## src/rtl/ula_arbiter.sv

```systemverilog
// Shares one combinational ULA between two requesters (round-robin or fixed priority) and screens illegal ops.
// Latency: gnt one cycle after the accepting edge, done one cycle after gnt; one operation every 3 cycles.
// Backpressure: req is level-held until done; a losing requester waits in IDLE with its req still high.
module ula_arbiter #(
    parameter bit         RR_ENABLE = 1'b1,
    parameter logic [7:0] ERR_VALUE = 8'h00
) (
    input  logic       clock,
    input  logic       reset,
    input  logic       req0,
    input  logic [3:0] op0_a,
    input  logic [3:0] op0_b,
    input  logic [3:0] op0_code,
    input  logic       req1,
    input  logic [3:0] op1_a,
    input  logic [3:0] op1_b,
    input  logic [3:0] op1_code,
    output logic       gnt0,
    output logic       gnt1,
    output logic       done0,
    output logic       done1,
    output logic [7:0] result_out,
    output logic       op_err,
    output logic       busy,
    output logic [3:0] ula_operando1,
    output logic [3:0] ula_operando2,
    output logic [3:0] ula_opcode,
    input  logic [7:0] ula_result
);
    localparam logic [3:0] ULA_ADD  = 4'h0;
    localparam logic [3:0] ULA_SUB  = 4'h1;
    localparam logic [3:0] ULA_MULT = 4'h2;
    localparam logic [3:0] ULA_DIV  = 4'h3;
    localparam logic [3:0] ULA_AND  = 4'h4;
    localparam logic [3:0] ULA_OR   = 4'h5;
    localparam logic [3:0] ULA_XOR  = 4'h6;
    localparam logic [3:0] ULA_NOT  = 4'h7;

    typedef enum logic [1:0] {
        IDLE = 2'd0,
        EXEC = 2'd1,
        DONE = 2'd2
    } state_t;

    state_t state, state_nxt;
    logic   accept;
    logic   pick1;
    logic   winner;
    logic   prio1;      // 1 = port 1 wins the next tie
    logic   illegal;

    always_ff @(posedge clock or negedge reset) begin
        if (!reset) state <= IDLE;
        else        state <= state_nxt;
    end

    always_comb begin
        state_nxt = state;
        accept    = 1'b0;
        pick1     = 1'b0;
        case (state)
            IDLE: begin
                if (req0 || req1) begin
                    accept    = 1'b1;
                    state_nxt = EXEC;
                    if (req0 && req1) pick1 = RR_ENABLE ? prio1 : 1'b0;
                    else              pick1 = req1;
                end
            end
            EXEC:    state_nxt = DONE;
            DONE:    state_nxt = IDLE;
            default: state_nxt = IDLE;
        endcase
    end

    // Decide legality from the latched opcode/operand so a ULA X never reaches result_out.
    always_comb begin
        illegal = 1'b0;
        case (ula_opcode)
            ULA_ADD, ULA_SUB, ULA_MULT, ULA_AND,
            ULA_OR, ULA_XOR, ULA_NOT: illegal = 1'b0;
            ULA_DIV:                  illegal = (ula_operando2 == 4'h0);
            default:                  illegal = 1'b1;
        endcase
    end

    always_ff @(posedge clock or negedge reset) begin
        if (!reset) begin
            gnt0          <= 1'b0;
            gnt1          <= 1'b0;
            done0         <= 1'b0;
            done1         <= 1'b0;
            result_out    <= 8'h00;
            op_err        <= 1'b0;
            ula_operando1 <= 4'h0;
            ula_operando2 <= 4'h0;
            ula_opcode    <= 4'h0;
            winner        <= 1'b0;
            prio1         <= 1'b0;
        end else begin
            gnt0  <= 1'b0;
            gnt1  <= 1'b0;
            done0 <= 1'b0;
            done1 <= 1'b0;
            if (accept) begin
                ula_operando1 <= pick1 ? op1_a    : op0_a;
                ula_operando2 <= pick1 ? op1_b    : op0_b;
                ula_opcode    <= pick1 ? op1_code : op0_code;
                winner        <= pick1;
                gnt0          <= !pick1;
                gnt1          <= pick1;
            end
            if (state == EXEC) begin
                result_out <= illegal ? ERR_VALUE : ula_result;
                op_err     <= illegal;
                done0      <= !winner;
                done1      <= winner;
            end
            if (state == DONE) prio1 <= RR_ENABLE ? !winner : 1'b0;
        end
    end

    assign busy = (state != IDLE);

endmodule

```

## config.mk

```make
export PLATFORM = sky130hd
export DESIGN_NAME = ula_arbiter
export DESIGN_NICKNAME = d
export VERILOG_FILES = /design/src/rtl/ula_arbiter.sv
export SDC_FILE = /design/constraint.sdc
export NUM_CORES = 1
export LEC_CHECK = 0
export ABC_CLOCK_PERIOD_IN_PS = 3400
export CAP_MARGIN = 20
export CORE_MARGIN = 2
export CORE_UTILIZATION = 44
export CTS_BUF_LIST = sky130_fd_sc_hd__clkbuf_4 sky130_fd_sc_hd__clkbuf_8
export CTS_CLUSTER_DIAMETER = 50
export DETAILED_ROUTE_END_ITERATION = 8
export PLACE_DENSITY = 0.94
export SLEW_MARGIN = 20
export SYNTH_ARGS = -nofsm -noshare
export SYNTH_HDL_FRONTEND = slang
export SYNTH_SLANG_ARGS = --single-unit
export TNS_END_PERCENT = 10
```

## constraint.sdc

```tcl
create_clock -name clock -period 3.4 [get_ports clock]
set_input_delay 0.68 -clock clock [delete_from_list [all_inputs] [get_ports clock]]
set_output_delay 0.68 -clock clock [all_outputs]
set_load 0.02 [all_outputs]
```

Yosys cells after proc, flatten, opt, wreduce, memory -nomap -nowiden --
Index checks and enable logic that the tools add are counted. Widths: inputs -> output; s select.
Storage, ports and cells: output and inout port bits 26, bits in registers 29, input bits 36, logic and storage cells 47
Cells by class: reductions and logical operators 9, equal/unequal tests 10, mux-type cells 16
Operators by type and width (count):
- $eq 4x3->1 const B | 4
- $mux 4 | 3
- $mux 1 | 9
- $eq 4x2->1 const B | 2
- $logic_not 4->1 | 2
- $mux 8 | 1
- $reduce_or 7->1 | 1
- $eq 4x1->1 const B | 1
- $pmux 2 s2 | 1
- $eq 2x1->1 const B | 1
- $eq 2x2->1 const B | 1
- $logic_not 1->1 | 2
- $logic_not 2->1 | 1
- $mux 2 | 1
- $ne 2x2->1 const B | 1
- $pmux 1 s2 | 1
- $reduce_bool 2->1 | 1
- $logic_and 1x1->1 | 1
- $logic_or 1x1->1 | 1

Logic depth before layout (Yosys ltp) --
Gate-level depths: netlist (run 1).
depth in word-level cells 6, gate-level depth with buffers 5, mapped depth without buffers 3

Worst setup path after synthesis (run 1) --
OpenSTA, ideal clock, no wires.
path kind in2reg, start input req0, end register ula_operando1[2], setup slack 1.806 ns, stages on the path 4, data required time 3.274 ns, arrival 1.468 ns, cell sequence a21boi_0 clkbuf_1 and3_2 a221o_2
On the way: word-level cells in the longest chain between the ends 5
RTL lines:
- start, declared | RTL line 10 | input logic req0,
- $logic_and 1x1->1 | RTL line 66 | if (req0 && req1) pick1 = RR_ENABLE ? prio1 : 1'b0;
- $mux 1 | RTL line 66
- $mux 1 | RTL line 63 | if (req0 || req1) begin
- $mux 1 | RTL line 61 | case (state)
- $mux 4 | RTL line 106 | ula_operando1 <= pick1 ? op1_a : op0_a;
- end signal, assigned | RTL line 106
- end, declared | RTL line 25 | output logic [3:0] ula_operando1,
Parallel ways exist; a longest one is shown, timed or not. A chain may end at the register's enable or synchronous reset.

Final worst setup path (run 1) --
start register state[1], end output busy
On the way: word-level cells in the longest chain between the ends 1
RTL lines:
- start, declared | RTL line 45 | state_t state, state_nxt;
- start signal, assigned | RTL line 54 | else state <= state_nxt;
- $reduce_bool 2->1 | RTL line 123 | assign busy = (state != IDLE);
- end, declared | RTL line 24 | output logic busy,
No other way between the ends.

==> run summary, run 1 <==
die area: 3250 um^2
floorplan die height: 57.0 um
worst rel slew slack: 0.317
Pre-antenna DRT Iters: 4
H-Tree Depth: 2
CP Data Arrival Time: 1.61 ns
final weighted congestion of routability-driven global placement: 0.760
worst-path fanout max: 16
most area-consuming cells after synthesis: dfrtp_1 (59%), a221o_1 (6.5%), o31ai_1 (4.9%), and3_1 (4.0%), a221o_2 (3.6%)
depth of the worst register-to-register path: 3
initial antenna violation count: 0
Vias: 1,068
vias per cell: 5.37
worst-skew pair later-pin latency: 0.32 ns
worst min-delay path startpoint: result_out[3]
drt first-iter violations: 24
Post-Route WL: 3.06 mm
first-pass GRT wire length: 5.01 mm
slowest stage delay, CP: 0.54 ns
Fin Clk Skew: 0.00561 ns
start-to-end type of the worst setup path: reg2out
Critical Path Source Type: flip-flop
IO Pins: 62
outcome: complete, no violations
time the final worst path needs with I/O delays and setup: 2.29 ns
TritonCTS Buffers: 5
static leakage: 0.905 nW
largest net degree at the start of global routing: 30
post-synthesis instance total: 105
Slew Limit Fails: 0
Max-cap violations: 0
synth cell count leaders: dfrtp_1 (29), inv_1 (12), nand2_1 (9)
fraction of layout instances using a drive strength above 1: 0.137
placed wire-length estimate after detailed placement: 2.32 mm
starting density of the core: 0.457
adder and majority cell fraction of the synthesized area: 0
floorplan core area: 2710 um^2
Longest Clk Path Bufs: 2
power per cell area: 896 nW/um^2
Total Power Consumption: 0.00172 W
aggregate negative setup slack: 0 ns
flop-to-flop setup slack: 1.74 ns
min-delay worst type: reg2reg
peak supply drop: 656 uV
Bufs and invs on worst path: 2
number of endpoints with negative hold slack in the final report: 0
capturing element type of the critical path: output pin
Compound-Gate Fraction of Synth Area: 0.179
endpoint of the worst-slack reg-to-reg timing path: ula_operando1[3]
proportion of synthesized flip-flops having asynchronous set or reset: 1.00
number of distinct library cells after synthesis: 24
post-synthesis register bit count: 29
average detailed-routed wire length per instance: 15.4 um
Final period util: 0.675
TritonCTS clock tree: done
total gr overflow: 0
vias in the first global route: 1,139
most numerous cell in the Yosys netlist: dfrtp_1
post-CTS setup buffer count: 0
die outline width: 57.0 um
destination of the worst hold path: result_out[3]
Total GRT Usage: 0.201
EDFF count, synth: 0
Netlist Area Pre-Place: 1240 um^2
maximum clock rate: 0.436 GHz
CTS Sinks: 29
transition at the pin with the smallest max-transition slack: 1.02 ns
clock tree root driver cell: clkbuf_4
RSZ-0062 raised after global routing: no
post-synthesis share of cell area spent on and, or, nand and nor gates: 0.146
fin nets: 203
Clock transition at path regs: 0.08 ns
origin of the critical flop-to-flop path: state[1]
Antenna diodes: 0
syn_area_per_cell: 11.8 um^2
syn nets: 141
Layout fillers: 201
ANT nets after route: 0
total setup violations reported at the end of the flow: 0
remaining routing DRC violations: 0
area added between synthesis and finish: 55.0%
Site Rows: 19
XOR/XNOR share of the synthesized area: 0
Data required, critical path: 2.72 ns
IO Port Bufs: 61
library cell with the largest summed area after synthesis: dfrtp_1
total of hold buffers inserted after clock tree synthesis: 0
dominant combinational cell family by area after synthesis: compound AO/OA/AOI/OAI gates
share of the synthesized area in the top cell type: 0.586
multiplexer share of the synthesized area: 0.00910
Crit-path slowest cell: clkdlybuf4s50_1
worst hold stages: 2
register area share after synthesis: 0.586
list of cells traversed by the critical path: nor2_4, inv_1, clkdlybuf4s50_1
Synth Flop Type: dfrtp_1
cts repair resizes: 0
cell family with the largest share of critical-path delay: buffers and inverters
Synth warnings: 0
==> state kept, by name, indices dropped and copies added (netlist names), 2 cells and up <==
name / count
state: 2
result_out: 8
ula_operando1: 4
ula_opcode: 4
ula_operando2: 4
==> where the power goes <==
group          internal (W)  total, W  switching [W]
combinational      0.000435  0.000878       0.000444
clock              0.000120  0.000232       0.000113
sequential         0.000500  0.000608       0.000107
==> logic make-up (layout without fill, tap and decap cells) <==
group / Yosys count / in the layout
DFF: 29 / 29
muxes: 1 / 1
and+or+nand+nor: 30 / 30
AOI/OAI and AO/OA: 25 / 25
buffers and inverters: 20 / 83
==> worst max-delay path by stage <==
stage                            end  depth (start not counted)      from  slack, ns
floorplan           ula_operando1[2]                          4      req0       1.81
detailed placement  ula_operando1[3]                          3      req1       1.09
CTS                             busy                          3  state[1]       1.09
global route                    busy                          3  state[1]       0.99
finish                          busy                          3  state[1]       1.11
global placement    ula_operando1[3]                          3      req1       1.19
==> metrics by stage <==
step	utilization	std cells	area (um^2)	hold WS [ns]	setup WS [ns]
5_1_grt	0.708	199	1920	0.514	0.987
3_3_place_gp	0.682	191	1850	0.464	1.19
4_1_cts	0.708	199	1920	0.488	1.09
6_report	0.708	199	1920	0.485	1.11
2_1_floorplan	-	105	1240	0.384	1.81
3_5_place_dp	0.682	191	1850	0.466	1.09
==> final cells by class <==
class / count / area [um^2] / area share
flip-flops and latches: 29 / 726 / 0.378
repair buffers: 63 / 626 / 0.326
multi-input cells: 56 / 413 / 0.215
clock inverters: 1 / 5.00 / 0.00261
inverters: 12 / 45.0 / 0.0235
well taps: 31 / 38.8 / 0.0202
clock buffers: 7 / 65.1 / 0.0339
==> worst reg2reg max path, stage by stage (launching register included) <==
cell	delay, ns
dfrtp_1	0.42
nor2_4	0.27
o21ai_1	0.41
a221o_2	0.45
==> routing by layer <==
metal,up-vias,share of wire,track usage
met5,-,0,0
met2,51,0.51,0.340
met1,512,0.39,0.232
li1,495,-,-
met3,10,0.069,0.0590
met4,0,0.027,0.0997
==> placed cells by master, fill, tap and decap left out, drive strengths merged <==
cell	instances
a21o	1
dfrtp	29
clkinv	1
and3	13
a41o	1
nor4	1
nand2b	2
buf	2
nand2	9
o21ai	2
and2	2
clkdlybuf4s50	61
clkbuf	7
mux2	1
o31ai	8
a221o	12
or2b	1
inv	12
a21boi	1
nor2	2
Power figures use the tool's default switching activity.
==> inputs of run 2 (changes only) <==
--- a/config.mk
+++ b/config.mk
@@ -5,14 +5,14 @@
 export SDC_FILE = /design/constraint.sdc
 export NUM_CORES = 1
 export LEC_CHECK = 0
-export ABC_CLOCK_PERIOD_IN_PS = 3400
+export ABC_CLOCK_PERIOD_IN_PS = 2300
 export CAP_MARGIN = 20
 export CORE_MARGIN = 2
-export CORE_UTILIZATION = 44
+export CORE_UTILIZATION = 41
 export CTS_BUF_LIST = sky130_fd_sc_hd__clkbuf_4 sky130_fd_sc_hd__clkbuf_8
 export CTS_CLUSTER_DIAMETER = 50
 export DETAILED_ROUTE_END_ITERATION = 8
-export PLACE_DENSITY = 0.94
+export PLACE_DENSITY = 0.89
 export SLEW_MARGIN = 20
 export SYNTH_ARGS = -nofsm -noshare
 export SYNTH_HDL_FRONTEND = slang
==> constraint.sdc (replaced) <==
create_clock -name clock -period 2.3 [get_ports clock]
set_input_delay 0.46 -clock clock [delete_from_list [all_inputs] [get_ports clock]]
set_output_delay 0.46 -clock clock [all_outputs]
set_load 0.02 [all_outputs]
==> run 2 against run 1 <==
Against the previous run: the flow now finishes with violations (design-rule violations); non-clock buffer count increased by 2; wire length increased by 5.6%; critical path depth unchanged; critical path type unchanged; critical endpoint unchanged; largest cell class unchanged.
==> run summary, run 2 (same netlist as run 1, synthesis figures left out) <==
clock tree root driver cell: clkbuf_4
number of endpoints with negative hold slack in the final report: 0
maximum clock rate: 0.506 GHz
min-delay worst type: reg2reg
total gr overflow: 0
Max-cap violations: 0
Final period util: 0.859
Slew Limit Fails: 0
violated checks: design-rule violations
vias in the first global route: 1,155
commonest non-fill, non-tap cells in the layout: clkdlybuf4s50_1 (61), dfrtp_1 (29), inv_1 (12)
worst-path fanout max: 4
remaining routing DRC violations: 4
Total Power Consumption: 0.00276 W
vias per cell: 5.40
register with the most flip-flops: result_out
pre-CTS setup slack: 0.359 ns
CTS Sinks: 29
RSZ-0062 raised after global routing: no
placed wire-length estimate after detailed placement: 2.39 mm
Fin Clk Skew: 0.00858 ns
TritonCTS clock tree: done
capturing element type of the critical path: output pin
number of flip-flops in the largest register: 8
Antenna diodes: 0
total setup violations reported at the end of the flow: 0
cts repair resizes: 0
transition at the pin with the smallest max-transition slack: 0.665 ns
outcome: complete, but fails checks
final weighted congestion of routability-driven global placement: 0.738
power per cell area: 1410 nW/um^2
worst setup margin: 0.325 ns
first-pass GRT wire length: 5.28 mm
die outline width: 58.9 um
peak supply drop: 861 uV
initial antenna violation count: 0
Clock transition at path regs: 0.09 ns
most common library cell in the layout ignoring fill and taps: clkdlybuf4s50_1
area added between synthesis and finish: 58.8%
ANT nets after route: 0
Total GRT Usage: 0.213
time the final worst path needs with I/O delays and setup: 1.98 ns
Vias: 1,086
aggregate negative setup slack: 0 ns
flop-to-flop setup slack: 0.74 ns
start-to-end type of the worst setup path: reg2out
IO Port Bufs: 61
Multi-input gate area: 413 um^2
average detailed-routed wire length per instance: 16.1 um
worst-skew pair later-pin latency: 0.33 ns
static leakage: 0.928 nW
Site Rows: 19
Post-Route WL: 3.23 mm
H-Tree Depth: 2
Layout fillers: 219
Finished Layout Cells: 201
Data required, critical path: 1.84 ns
Pre-antenna DRT Iters: 6
Critical Path Source Type: flip-flop
largest net degree at the start of global routing: 30
fraction of layout instances using a drive strength above 1: 0.147
die area: 3470 um^2
floorplan die height: 58.9 um
Longest Clk Path Bufs: 2
area taken by flip-flops and latches: 726 um^2
drt first-iter violations: 31
floorplan core area: 2810 um^2
CP Data Arrival Time: 1.52 ns
fin nets: 205
post-CTS setup buffer count: 0
total of hold buffers inserted after clock tree synthesis: 0
IO Pins: 62
placed cells: 193
TritonCTS Buffers: 5
worst rel slew slack: 0.554
starting density of the core: 0.441
==> run 2: path summary, 6_finish.rpt <==
| check | startpoint | endpoint | cells after the start |
|---|---|---|---|
| setup / recovery | state[1] | busy | 3 |
| hold / removal | winner | done0 | 1 |
| setup reg to reg | state[1] | op_err | 3 |
| hold reg to reg | winner | done0 | 1 |
| max in group asynchronous | reset | ula_opcode[1] | 2 |
| min in group asynchronous | reset | result_out[1] | 2 |
==> run 2: power breakdown <==
| group | internal, W | switching, W |
|---|---|---|
| Sequential | 0.000740 | 0.000159 |
| Combinational | 0.000668 | 0.000679 |
| Clock | 0.000336 | 0.000182 |
==> run 2: worst max-delay path, cell delays in order, from the launching register on <==
cell             delay (ns)
dfrtp_1                0.42
nor2_4                 0.17
inv_1                  0.06
clkdlybuf4s50_1        0.53
==> run 2: metrics by stage <==
stage / hold slack, ns / area, um^2 / utilization
3_3_place_gp: 0.463 / 1860 / 0.664
2_1_floorplan: 0.164 / 1240 / -
4_1_cts: 0.489 / 1970 / 0.701
5_1_grt: 0.514 / 1970 / 0.701
6_report: 0.481 / 1970 / 0.701
3_5_place_dp: 0.470 / 1860 / 0.664
==> run 2: final cells by class <==
| type | count | area share |
|---|---|---|
| multi-input cells | 56 | 0.210 |
| clock inverters | 3 | 0.0331 |
| well taps | 31 | 0.0197 |
| inverters | 12 | 0.0229 |
| flip-flops and latches | 29 | 0.369 |
| clock buffers | 5 | 0.0191 |
| repair buffers | 65 | 0.326 |
==> run 2: layer usage <==
metal / share of wire / GRT usage
met1: 0.42 / 0.267
met2: 0.49 / 0.340
met3: 0.070 / 0.0505
met4: 0.018 / 0.117
met5: 0 / 0
==> inputs of run 3 (changes only) <==
--- a/config.mk
+++ b/config.mk
@@ -7,7 +7,7 @@
 export LEC_CHECK = 0
 export ABC_CLOCK_PERIOD_IN_PS = 2300
 export CAP_MARGIN = 20
-export CORE_MARGIN = 2
+export CORE_MARGIN = 4
 export CORE_UTILIZATION = 41
 export CTS_BUF_LIST = sky130_fd_sc_hd__clkbuf_4 sky130_fd_sc_hd__clkbuf_8
 export CTS_CLUSTER_DIAMETER = 50
==> run 3 against run 2 <==
Against the previous run: the run now ends clean; global-route usage decreased by 4.0 points; final cell count unchanged; utilization decreased by 1.7 points; clock skew increased by 0.0018 ns; critical path depth unchanged; total power decreased by 6.3%; sequential share of layout area increased by 0.62 points; clock power decreased by 34%; maximum frequency increased by 4.3%; wire length increased by 1.3%; highest routed layer unchanged.
==> run summary, run 3 (same netlist as run 1, synthesis figures left out) <==
met3 Track Usage GR: 0.0486
fin nets: 205
depth of the worst register-to-register path: 3
Total Power Consumption: 0.00259 W
maximum clock rate: 0.528 GHz
die outline width: 62.9 um
Final period util: 0.823
sequential fraction of design power: 0.346
Vias: 1,079
Total GRT Usage: 0.173
M2 GR Usage: 0.311
worst hold stages: 2
largest net degree at the start of global routing: 30
sw power: 0.00100 W
fraction of layout instances using a drive strength above 1: 0.147
total of hold buffers inserted after clock tree synthesis: 0
IO Pins: 62
TritonCTS Buffers: 5
portion of total power attributed to combinational logic: 0.521
remaining routing DRC violations: 0
start-to-end type of the worst setup path: reg2out
ANT nets after route: 0
H-Tree Depth: 2
most heavily used metal layer in global routing: met2
Post-Route WL: 3.27 mm
CTS Sinks: 29
transition at the pin with the smallest max-transition slack: 0.609 ns
die area: 3960 um^2
Site Rows: 19
min-delay worst type: reg2reg
post-CTS setup buffer count: 0
final weighted congestion of routability-driven global placement: 0.780
switching part of the total: 0.388
first-pass GRT wire length: 5.41 mm
time the final worst path needs with I/O delays and setup: 1.89 ns
worst rel slew slack: 0.594
total gr overflow: 0
area added between synthesis and finish: 56.2%
initial antenna violation count: 0
power per cell area: 1340 nW/um^2
worst-skew pair later-pin latency: 0.31 ns
Data required, critical path: 1.84 ns
TritonCTS clock tree: done
total setup violations reported at the end of the flow: 0
Cell Int Power: 0.00159 W
peak supply drop: 760 uV
starting density of the core: 0.437
RSZ-0062 raised after global routing: no
placed cells: 193
placed wire-length estimate after detailed placement: 2.44 mm
worst min-delay path startpoint: result_out[1]
Max-cap violations: 0
flop-to-flop setup slack: 0.79 ns
CP Data Arrival Time: 1.43 ns
commonest non-fill, non-tap cells in the layout: clkdlybuf4s50_1 (61), dfrtp_1 (29), inv_1 (12)
Layout fillers: 207
IO Port Bufs: 61
register with the most flip-flops: result_out
origin of the critical flop-to-flop path: state[1]
Pre-antenna DRT Iters: 4
Fin Clk Skew: 0.0104 ns
Clock transition at path regs: 0.09 ns
clock share of power: 0.133
floorplan die height: 62.9 um
drt first-iter violations: 40
endpoint of the worst-slack reg-to-reg timing path: op_err
vias per cell: 5.37
capturing element type of the critical path: output pin
clock tree root driver cell: clkbuf_4
aggregate negative setup slack: 0 ns
met1 layer usage reported by global route: 0.192
Longest Clk Path Bufs: 2
Finished Layout Cells: 201
destination of the worst hold path: result_out[1]
number of endpoints with negative hold slack in the final report: 0
Antenna diodes: 0
floorplan core area: 2830 um^2
number of flip-flops in the largest register: 8
cts repair resizes: 0
average detailed-routed wire length per instance: 16.3 um
Slew Limit Fails: 0
worst-path fanout max: 3
Critical Path Source Type: flip-flop
most common library cell in the layout ignoring fill and taps: clkdlybuf4s50_1
outcome: complete, no violations
vias in the first global route: 1,174
static leakage: 0.914 nW
==> run 3: cell count changes in the layout (fill, tap and decap cells not counted) <==
cell | before | now
clkbuf_8 | 0 | 2
bufinv_16 | 2 | 0
==> run 3: worst max path at each step <==
stage | from | to | cells past startpoint
floorplan | req0 | ula_operando1[2] | 4
global placement | req1 | ula_operando1[2] | 5
detailed placement | req1 | ula_operando2[3] | 5
CTS | state[1] | busy | 3
global route | state[1] | busy | 3
finish | state[1] | busy | 3
==> run 3: per-stage QoR <==
stage / setup WS [ns] / util / instance area, um^2 / hold WS [ns]
detailed placement: 0.423 / 0.659 / 1860 / 0.466
floorplan: 0.926 / - / 1240 / 0.164
global placement: 0.480 / 0.659 / 1860 / 0.460
global route: 0.338 / 0.683 / 1930 / 0.517
finish: 0.406 / 0.683 / 1930 / 0.480
CTS: 0.386 / 0.683 / 1930 / 0.485
==> run 3: final cells by class <==
type	instances	area (um^2)	share of cell area
inverters	12	45.0	0.0233
flip-flops and latches	29	726	0.375
well taps	31	38.8	0.0201
multi-input cells	56	413	0.214
repair buffers	65	641	0.331
clock buffers	7	65.1	0.0337
clock inverters	1	5.00	0.00259
==> run 3: worst max-delay path, stage by stage, from the launching register on <==
cell and delay [ns]:
dfrtp_1 0.42, nor2_4 0.13, inv_1 0.05, clkdlybuf4s50_1 0.53
==> run 3: metal layers <==
| metal | part of all wire | vias to the layer above |
|---|---|---|
| met3 | 0.062 | 2 |
| met5 | 0 | - |
| li1 | - | 499 |
| met4 | 0.0083 | 0 |
| met2 | 0.53 | 42 |
| met1 | 0.40 | 536 |
==> run 3: power by group through the flow <==
stage | clock network (W) | registers (W) | logic (W)
after global routing | 0.000378 | 0.000930 | 0.00144
final | 0.000343 | 0.000897 | 0.00135
after detailed placement | 0 | 0.000906 | 0.00135
after CTS | 0.000350 | 0.000898 | 0.00136
after global placement | 0 | 0.000892 | 0.00131
after floorplan | 0 | 0.00111 | 0.000538
==> RTL edit, RTL diff (config.mk and constraints of run 2) <==
Set the parameter `RR_ENABLE` to 1'b0 (it was 1'b1).
--- a/src/rtl/ula_arbiter.sv
+++ b/src/rtl/ula_arbiter.sv
@@ -4,3 +4,3 @@
 module ula_arbiter #(
-    parameter bit         RR_ENABLE = 1'b1,
+    parameter bit         RR_ENABLE = 1'b0,
     parameter logic [7:0] ERR_VALUE = 8'h00
Formal check against the unedited RTL: not equivalent (Yosys sat finds a counterexample within 10 cycles, from zero or initial values and one cycle with reset low).
==> RTL edit against run 2 <==
  * Final area fell by 2.7%
  * Sequential cell count down 1
  * Total power is 9.8% lower
  * The flow still finishes with violations (design-rule violations)
  * Worst setup slack got worse by 0.030 ns
  * Critical path depth is the same
  * Routed wire length fell by 2.4%
  * Largest power group unchanged
  * Area after synthesis decreased by 1.1%
  * Clock skew up 0.0018 ns
==> RTL edit: results (changes against run 2) <==
clock_tree:
  cts-buffers-inserted: 3  # was 5
  htree_levels: 1  # was 2
power_and_ir_drop:
  clkPwrFrac_pct: 9.7  # was 18.7%
  worst_ir_drop_vdd_v: 0.000630  # was 0.000861 V
  p_seq_share_pct: 34.8  # was 32.5%
drt:
  vias_per_cell: 5.30  # was 5.40
  wl_per_cell_um: 16.0  # was 16.1 um
  drcViolationCount: 3  # was 4
  wl_met2_mm: 1.57  # was 1.58 mm
  wl_met3_um: 209  # was 225 um
global_route:
  grtUsageMet3_pct: 4.18  # was 5.05%
  grt_first_pass_wirelength_mm: 4.92  # was 5.28 mm
  grt_max_degree: 29  # was 30
  grtUsageMet2_pct: 31.9  # was 34.0%
  track_usage_pct: 19.7  # was 21.3%
  globalRouteMet1Util_pct: 24.5  # was 26.7%
timing:
  final.setup_skew_ns: 0.0104  # was 0.00858 ns
  hold_slack_ns: 0.452  # was 0.481 ns
logic_synthesis:
  synth_nets: 138  # was 141
  avgSynthCellArea_um2: 12.0  # was 11.8 um2
  synth_cell_type_count: 20  # was 24
  synth.area.top_cells: "dfrtp_1 57%, mux2_2 9.2%, inv_1 4.9%, o31ai_1 4.9%, a22o_1 3.6%"  # was dfrtp_1 59%, a221o_1 6.5%, o31ai_1 4.9%, and3_1 4.0%, a221o_2 3.6%
worst_setup_path:
  worstPathArrival_ns: 1.55  # was 1.52 ns
  r2r_setup_slack_ns: 0.44  # was 0.74 ns
  crit_fanout: 3  # was 4
  critPathMaxStageDelay_ns: 0.55  # was 0.53 ns
placed_design:
  placedInstanceArea_um2: 1880  # was 1860 um2
  dp_hpwl_mm: 2.47  # was 2.39 mm
  routabilityCongestion: 0.800  # was 0.738
outcome:
  outcome: "finished with violations"  # unchanged
  violations: "design-rule violations"  # unchanged
layout:
  register_area_um2: 701  # was 726 um2
==> RTL edit: changes by cell type after synthesis, sizes merged, moves of 2 or more <==
cell,change
and3,-13
nand2b,-2
a22oi,+3
buf,-2
a22o,+9
mux2i,+3
a221o,-12
mux2,+9
inv,+4
==> RTL edit: cells by family (layout without fill, tap and decap cells) <==
logic type      Yosys count  count (layout)  synth area share (%)
mux                      13              13                  11.7
buf+inv                  22              86                  7.67
flops                    28              28                  57.3
simple gates             16              16                  6.75
compound gates           23              23                  16.7
==> RTL edit: final cells by class <==
class / instances / share of cell area (%)
Timing Repair Buffer: 66 / 33.9
Multi-Input combinational cell: 52 / 22.4
Inverter: 16 / 3.14
Clock buffer: 4 / 1.90
Sequential cell: 28 / 36.6
Tap cell: 31 / 2.03
==> RTL edit: critical path: cells and delay by family (launching register included) <==
kind                   cells  cell delay [ns]
buffers and inverters      2             0.61
DFF                        1             0.42
and+or+nand+nor            1             0.18
